File: src/rtl/tiny_core_param.sv
// tiny_core_param: parametrised tiny load/store core with a loader-written
// instruction RAM, 16-bit three-operand ISA and valid/ready data ports.
module tiny_core_param #(
    parameter int DATA_WIDTH = 8,
    parameter int IMEM_DEPTH = 16,
    localparam int AW = $clog2(IMEM_DEPTH),
    localparam int SW = $clog2(DATA_WIDTH)
) (
    input  logic                  clk,
    input  logic                  rst,
    input  logic                  start,
    input  logic                  prog_we,
    input  logic [AW-1:0]         prog_addr,
    input  logic [15:0]           prog_data,
    input  logic [DATA_WIDTH-1:0] in_data,
    input  logic                  in_valid,
    output logic                  in_ready,
    output logic [DATA_WIDTH-1:0] out_data,
    output logic                  out_valid,
    input  logic                  out_ready,
    output logic [AW-1:0]         pc,
    output logic [2:0]            state,
    output logic                  halted
);

    typedef enum logic [2:0] {
        S_IDLE     = 3'd0,
        S_FETCH    = 3'd1,
        S_EXEC     = 3'd2,
        S_WAIT_IN  = 3'd3,
        S_WAIT_OUT = 3'd4,
        S_HALT     = 3'd5
    } state_e;

    typedef enum logic [2:0] {
        F_ADD  = 3'd0,
        F_SUB  = 3'd1,
        F_AND  = 3'd2,
        F_OR   = 3'd3,
        F_XOR  = 3'd4,
        F_SLL  = 3'd5,
        F_SRL  = 3'd6,
        F_SLTU = 3'd7
    } fn_e;

    state_e                state_q, state_d;
    logic [AW-1:0]         pc_q, pc_d;
    logic [15:0]           ir_q, ir_d;
    logic [DATA_WIDTH-1:0] out_data_q, out_data_d;
    logic                  out_valid_q, out_valid_d;
    logic [DATA_WIDTH-1:0] rf_q [8];
    logic [15:0]           imem [IMEM_DEPTH];

    logic                  rf_we;
    logic [DATA_WIDTH-1:0] rf_wdata;
    logic                  imem_we;

    logic [3:0]            op;
    logic [2:0]            rd, rs1, rs2;
    fn_e                   fn;
    logic [DATA_WIDTH-1:0] rs1_val, rs2_val;
    logic [DATA_WIDTH-1:0] imm6_sext, imm8_zext;
    logic [DATA_WIDTH-1:0] alu_res;
    logic [SW-1:0]         shamt;
    logic [AW-1:0]         pc_inc, target;

    assign op        = ir_q[15:12];
    assign rd        = ir_q[11:9];
    assign rs1       = ir_q[8:6];
    assign rs2       = ir_q[5:3];
    assign fn        = fn_e'(ir_q[2:0]);
    assign imm6_sext = DATA_WIDTH'($signed(ir_q[5:0]));
    assign imm8_zext = DATA_WIDTH'(ir_q[7:0]);
    assign target    = ir_q[AW-1:0];
    assign pc_inc    = pc_q + AW'(1);

    // x0 is hardwired to zero on the read side
    assign rs1_val = (rs1 == 3'd0) ? '0 : rf_q[rs1];
    assign rs2_val = (rs2 == 3'd0) ? '0 : rf_q[rs2];
    assign shamt   = rs2_val[SW-1:0];

    always_comb begin
        alu_res = '0;
        case (fn)
            F_ADD:   alu_res = rs1_val + rs2_val;
            F_SUB:   alu_res = rs1_val - rs2_val;
            F_AND:   alu_res = rs1_val & rs2_val;
            F_OR:    alu_res = rs1_val | rs2_val;
            F_XOR:   alu_res = rs1_val ^ rs2_val;
            F_SLL:   alu_res = rs1_val << shamt;
            F_SRL:   alu_res = rs1_val >> shamt;
            F_SLTU:  alu_res = DATA_WIDTH'(rs1_val < rs2_val);
            default: alu_res = '0;
        endcase
    end

    always_comb begin
        state_d     = state_q;
        pc_d        = pc_q;
        ir_d        = ir_q;
        out_data_d  = out_data_q;
        out_valid_d = out_valid_q;
        rf_we       = 1'b0;
        rf_wdata    = alu_res;
        imem_we     = 1'b0;
        case (state_q)
            S_IDLE, S_HALT: begin
                imem_we = prog_we;
                if (start) begin
                    state_d = S_FETCH;
                    pc_d    = '0;
                end
            end
            S_FETCH: begin
                ir_d    = imem[pc_q];
                state_d = S_EXEC;
            end
            S_EXEC: begin
                pc_d    = pc_inc;
                state_d = S_FETCH;
                case (op)
                    4'd0: rf_we = 1'b1;
                    4'd1: begin
                        rf_we    = 1'b1;
                        rf_wdata = rs1_val + imm6_sext;
                    end
                    4'd2: begin
                        rf_we    = 1'b1;
                        rf_wdata = imm8_zext;
                    end
                    // I/O advances pc only once the handshake completes
                    4'd3: begin
                        pc_d    = pc_q;
                        state_d = S_WAIT_IN;
                    end
                    4'd4: begin
                        pc_d        = pc_q;
                        out_data_d  = rs1_val;
                        out_valid_d = 1'b1;
                        state_d     = S_WAIT_OUT;
                    end
                    4'd5: if (rs1_val == '0) pc_d = target;
                    4'd6: if (rs1_val != '0) pc_d = target;
                    4'd7: pc_d = target;
                    4'd15: begin
                        pc_d    = pc_q;
                        state_d = S_HALT;
                    end
                    default: ;
                endcase
            end
            S_WAIT_IN: begin
                if (in_valid) begin
                    rf_we    = 1'b1;
                    rf_wdata = in_data;
                    pc_d     = pc_inc;
                    state_d  = S_FETCH;
                end
            end
            S_WAIT_OUT: begin
                if (out_ready) begin
                    out_valid_d = 1'b0;
                    pc_d        = pc_inc;
                    state_d     = S_FETCH;
                end
            end
            default: state_d = S_IDLE;
        endcase
    end

    always_ff @(posedge clk or posedge rst) begin
        if (rst) begin
            state_q     <= S_IDLE;
            pc_q        <= '0;
            ir_q        <= '0;
            out_data_q  <= '0;
            out_valid_q <= 1'b0;
        end else begin
            state_q     <= state_d;
            pc_q        <= pc_d;
            ir_q        <= ir_d;
            out_data_q  <= out_data_d;
            out_valid_q <= out_valid_d;
        end
    end

    always_ff @(posedge clk or posedge rst) begin
        if (rst) begin
            for (int i = 0; i < 8; i++) rf_q[i] <= '0;
        end else if (rf_we && rd != 3'd0) begin
            rf_q[rd] <= rf_wdata;
        end
    end

    // program RAM keeps its contents across reset
    always_ff @(posedge clk) begin
        if (imem_we) imem[prog_addr] <= prog_data;
    end

    assign in_ready  = (state_q == S_WAIT_IN);
    assign halted    = (state_q == S_HALT);
    assign out_valid = out_valid_q;
    assign out_data  = out_data_q;
    assign pc        = pc_q;
    assign state     = state_q;

endmodule
File: config.mk
export PLATFORM = sky130hd
export DESIGN_NAME = tiny_core_param
export DESIGN_NICKNAME = d
export VERILOG_FILES = /design/src/rtl/tiny_core_param.sv
export SDC_FILE = /design/constraint.sdc
export NUM_CORES = 1
export LEC_CHECK = 0
export ABC_AREA = 1
export CAP_MARGIN = 20
export CORE_MARGIN = 8
export CORE_UTILIZATION = 60
export CTS_CLUSTER_DIAMETER = 150
export CTS_CLUSTER_SIZE = 24
export DETAILED_ROUTE_END_ITERATION = 8
export GPL_ROUTABILITY_DRIVEN = 0
export PLACE_DENSITY = 0.78
export SLEW_MARGIN = 10
export SYNTH_ARGS = -nofsm -noshare
export SYNTH_HDL_FRONTEND = slang
export SYNTH_SLANG_ARGS = --single-unit
File: constraint.sdc
create_clock -name clk -period 9.7 [get_ports clk]
set_input_delay 1.94 -clock clk [delete_from_list [all_inputs] [get_ports clk]]
set_output_delay 1.94 -clock clk [all_outputs]
set_load 0.01 [all_outputs]
Word level (Yosys, flattened, before mapping)
Memories as Yosys holds them, arrays and structs flattened. A register that Yosys moved wholly into a read port is not among the register bits.
Index checks and enable logic that the tools add are counted.
{"block": "totals", "register_bits": 80, "ramBits": 256, "inputBits": 34, "output_inout_bits": 18, "wordCells": 110, "mem_count": 1}
{"memory": "imem", "words": 16, "word_bits": 16, "read_ports": 1, "rd_clocked_by_memory_dff": 1, "write_ports": 1, "line_no": "52", "source": "logic [15:0] imem [IMEM_DEPTH];"}
{"block": "classes", "n_addsub": 4, "n_lt_le_gt_ge": 5, "n_eq_ne": 25, "shifts": 2, "mux": 36, "n_bitwise": 6, "n_reduce_logical": 19}
{"cell": "$bwmux W64", "count": 1}
{"cell": "$mux W8", "count": 8}
{"cell": "$pmux W8 S8", "count": 1}
{"cell": "$bmux W8 S3", "count": 2}
{"cell": "$pmux W4 S4", "count": 2}
{"cell": "$pmux W8 S2", "count": 2}
{"cell": "$demux W8 S3", "count": 1}
{"cell": "$mux W4", "count": 5}
{"cell": "$eq A3 B3 Y1 const B", "count": 6}
{"cell": "$add A8 B8 Y8", "count": 2}
{"cell": "$eq A4 B3 Y1 const B", "count": 4}
{"cell": "$pmux W3 S5", "count": 1}
{"cell": "$eq A3 B2 Y1 const B", "count": 4}
{"cell": "$ge A4 B4 Y1 const B", "count": 3}
{"cell": "$logic_not A3 Y1", "count": 4}
{"cell": "$not A3 Y4", "count": 3}
{"cell": "$mux W3", "count": 3}
{"cell": "$pmux W3 S3", "count": 1}
{"cell": "$and A8 B8 Y8", "count": 1}
{"cell": "$eq A4 B2 Y1 const B", "count": 2}
{"cell": "$logic_not A8 Y1", "count": 1}
{"cell": "$lt A8 B8 Y1", "count": 1}
{"cell": "$ne A2 B2 Y1 const B", "count": 4}
{"cell": "$or A8 B8 Y8", "count": 1}
{"cell": "other kinds (23)", "count": 34}

Logic depth before layout (Yosys ltp)
{"block": "depth", "ltp_word": 10, "ltp_mapped": 25, "mapped_depth_nobuf": 23}

Worst setup path after synthesis
OpenSTA, ideal clock, no wires.
{"block": "synth_timing", "path_type": "input port to flip-flop", "start": "in prog_we", "end": "mem imem[10][0] (enable)", "setup_time_ns": 0.388, "t_arrival_ns": 3.011, "required_time_ns": 9.312, "slack_ns": 6.301, "path_stages": 4, "n_path_buf": 0, "path_cell_list": "inv_1 > nor2_1 > nand3_1 > nor2_1"}
{"block": "synth_via", "elab_chain_cells": 3}
{"element": "start, declared", "line_no": "12", "source": "input logic prog_we,"}
{"element": "$mux W1", "line_no": "106", "source": "case (state_q)"}
{"element": "$mux W1", "line_no": "197", "source": "if (imem_we) imem[prog_addr] <= prog_data;"}
{"element": "$mux W1 (not written as such)", "line_no": "197"}
{"element": "end, declared", "line_no": "52"}
Every way passes these cells.

Worst setup path in the final report
{"block": "layout_timing", "start": "reg ir_q[4] (read register of imem)", "end": "reg rf_q[22] in the netlist's numbering"}
{"block": "layout_via", "elab_chain_cells": 10, "word_cells_on_any_way": 19, "classes_between": "add/sub: 3; shift: 2; mux: 9; bitwise: 4; reduce/logical: 1"}
{"element": "start, declared", "line_no": "48", "source": "logic [15:0] ir_q, ir_d;"}
{"element": "$not A3 Y4 (not written as such)", "line_no": "79", "source": "assign rs2_val = (rs2 == 3'd0) ? '0 : rf_q[rs2];"}
{"element": "$bmux W8 S3", "line_no": "79"}
{"element": "$mux W8 (not written as such) (2 in series)", "line_no": "79"}
{"element": "$mux W8", "line_no": "79"}
{"element": "$sub A8 B8 Y8 (tied with other cells)", "line_no": "86", "source": "F_SUB: alu_res = rs1_val - rs2_val;"}
{"element": "$pmux W8 S8", "line_no": "84", "source": "case (fn)"}
{"element": "$pmux W8 S2 / $mux W8 (equally long branches)", "line_no": "121, 153"}
{"element": "$pmux W8 S2 *", "line_no": "106"}
{"element": "$bwmux W64 *", "line_no": "191", "source": "rf_q[rd] <= rf_wdata;"}
{"element": "end signal, assigned by index", "line_no": "191"}
{"element": "end, declared", "line_no": "51", "source": "logic [DATA_WIDTH-1:0] rf_q [8];"}
Mark *: on every way between the ends. The rest lies on a longest branch, timed or not. The select of a mux whose other input is x is not followed.
A chain may end at the register's enable or synchronous reset.

==> flow_summary.toml <==
[status]
status = "completed"

[sta]
relSlewSlack_pct = 29.1
finalMaxSlewViolations = 0
tns_ns = 0
setup_viol = 0
worstMarginPinSlew_ns = 1.06
finClkSkew_ns = 0.0320
rsz0062_at_grt = "false"
max_freq_ghz = 0.237
period_needed_ns = 4.22
period_share_pct = 43.5
hold_viol = 0

[route]
routedWlPerCell_um = 20.8
route.antenna.remaining_nets = 0
routed-via-count = 13800
drt_pass1_iterations = 5
routed_wl_um = 47100
first_iter_violations = 1850
drc = 0
post_drt_via_cell_ratio = 6.10

[worst_setup_path]
cp_top_family = "simple AND/OR/NAND/NOR gates"
critPathMaxFanout = 24
cp_slowest_cell = "dfrtp_1"
reg2reg_from = "ir_q[4]"
cp.required_ns = 10.12
slowest_delay_ns = 1.00
setup.worst_path.start_class = "flop"
startpoint = "ir_q[4]"
cp-end-kind = "flop"
critPathKind = "reg2reg"
crit_chain = "inv_2 -> nand3_4 -> nand2_1 -> nor2_8 -> ha_1 -> inv_1 -> fa_1 -> nand3_1 -> nand3_1 -> nand2_1 -> nand2_1 -> a21oi_1 -> nand2_1 -> nand2_1 -> nor2_1 -> nor4_1 -> nand2_1 -> nand2_1 -> nand2_2 -> nand2_1 -> nand2_1"
path_common_cell = "nand2_1"
crit_buf_inv = 2
cp.arrival_ns = 4.64

[floorplanning]
ioPinCount = 52
fp.dieArea_sq_um = 35200
die_y_um = 188
start_util_pct = 61.2
rows = 62
core_sq_um = 28900
die_w_um = 188

[synthesis]
syn-cell-area_sq_um = 17600
synth_edf_count = 256
ys_top_cells_by_area = "edfxtp_1 (44%), dfrtp_1 (14%), nand2_1 (8.5%), o21ai_0 (6.2%), nor2_1 (5.1%)"
yosysUniqueCellTypes = 54
synth_area_leader_cell = "edfxtp_1"
ys_async_sr_fraction_pct = 27.3
syn_area_per_cell_sq_um = 9.39
synth-seq-cells = 352
synth.top_cell.area_share_pct = 43.6
synthCells = 1880
ys_seq_area_share_pct = 57.2
synthesis.nets = 1950
yosys_warnings = 0
synth_ff_type = "edfxtp_1"

[layout]
final_cell_mix = "nand2_1 (398), edfxtp_1 (256), nor2_1 (223), o21ai_0 (220), inv_1 (141)"
multi_input_area_sq_um = 6490
n_antenna_cell = 0
nets = 1936
final_design_area_no_fill_sq_um = 18800
areaGrowthSynthToFinish_pct = 6.62
final_common_cell = "nand2_1"
drive_gt1_share_pct = 7.78
nFillCells = 2339
ff_latch_area_sq_um = 10100

[cts]
cts_resized = 0
clockRootBuffer = "clkbuf_16"
clk_pin_slew_ns = 0.11
cts_tree = "done"
cts_buffers = 18
cts_setup_buffers = 0
htreeDepth = 1
cts_hold_buf = 0
clock_latency_ns = 0.54
cts_sinks = 352
cts_buffer_depth = 3

[placement]
io_buffers = 51
place_area_sq_um = 18300
hpwlAfterDp_um = 31300

[grt]
grt_antenna_before_repair = 0
grt_use_total_pct = 26.3
grt_max_degree = 107
overflow = 0
grt_first_pass_wirelength_um = 74100
grt_pass1_vias = 13300

[worst_hold_path]
hold_start = "rf_q[58]"
hold_path_class = "reg2reg"

[run]
maxCapViolCount = 0

[pwr]
vdd_drop_max_v = 0.000172
p_per_area_nw_per_um2 = 353
p_leak_nw = 7.36
[cell families after synthesis]
family / count (synthesis) / share of synthesized area (%)
simple gates: 787 / 19.2
buf+inv: 258 / 6.28
xor+xnor: 4 / 0.199
fa+ha+maj: 36 / 2.68
flops: 352 / 57.2
compound gates: 443 / 14.4
[sequential cells by signal (all words and copies together) (netlist names)]
name,count
out_valid,1
pc,4
imem,256
state,3
ir_q,16
out_data,8
rf_q,64
[stage by stage]
step	power, W	cells	hold WS [ns]	util [%]	worst slack (ns)
2_1_floorplan	0.00470	1880	0.440	-	5.25
3_3_place_gp	0.00562	2230	0.380	63.4	5.34
3_5_place_dp	0.00572	2230	0.384	63.4	5.27
4_1_cts	0.00655	2261	0.410	65.2	5.61
5_1_grt	0.00709	2261	0.427	65.2	5.17
6_report	0.00664	2261	0.405	65.2	5.48
[power breakdown]
part           internal (W)  total [W]  switching [W]  leakage (nW)
logic               0.00116    0.00381        0.00266          3.61
registers           0.00181    0.00199       0.000187          3.49
clock network      0.000371   0.000837       0.000467         0.252
total               0.00333    0.00664        0.00331          7.36
[area by class of cell]
type | instances | area share [%]
clock inverter | 1 | 0.0465
inverter | 161 | 3.31
sequential | 352 | 53.6
clock buffer | 30 | 2.75
multi-input combinational | 1270 | 34.5
timing repair buffer | 63 | 3.19
tap | 384 | 2.55
[Yosys cell counts (5+ instances only)]
master and n:
a21oi_1 57, ha_1 33, nand2_1 398, o211ai_1 25
o21ai_0 220, inv_1 143, nand3_1 75, o21ai_1 21
nand2_4 5, nand3_2 11, nor3_1 5, nor2_1 240
or2_2 5, o22ai_1 76, buf_4 7, nand2_2 26
buf_6 10, a31oi_1 5, inv_2 13, edfxtp_1 256
clkbuf_1 68, o221ai_1 10, buf_2 10, dfrtp_1 96
[layer usage]
layer	wire length [um]	up-vias	global-route usage (%)
met5	0	-	0
met3	3820	150	3.32
met1	18200	6484	33.2
met2	22700	755	45.0
met4	2380	0	11.7
li1	-	6392	-
[worst register-to-register path: cells and delay by family (launching register included)]
kind	cells	cell delay (ns)
buffers and inverters	2	0.40
AO/OA/AOI/OAI	1	0.17
flip-flops	1	1.00
adder cells (fa/ha/maj)	2	0.64
AND/OR/NAND/NOR	16	1.91
[worst paths after layout]
kind / to / slack [ns] / depth (start not counted)
worst min register to register: rf_q[58] / 0.40 / 0
worst max-delay path: rf_q[22] / 5.48 / 21
worst min-delay path: rf_q[58] / 0.40 / 0
worst max register to register: rf_q[22] / 5.48 / 21
max in group asynchronous: pc[0] / 6.67 / 3
min in group asynchronous: rf_q[60] / 1.74 / 2
Power figures use the tool's default switching activity.
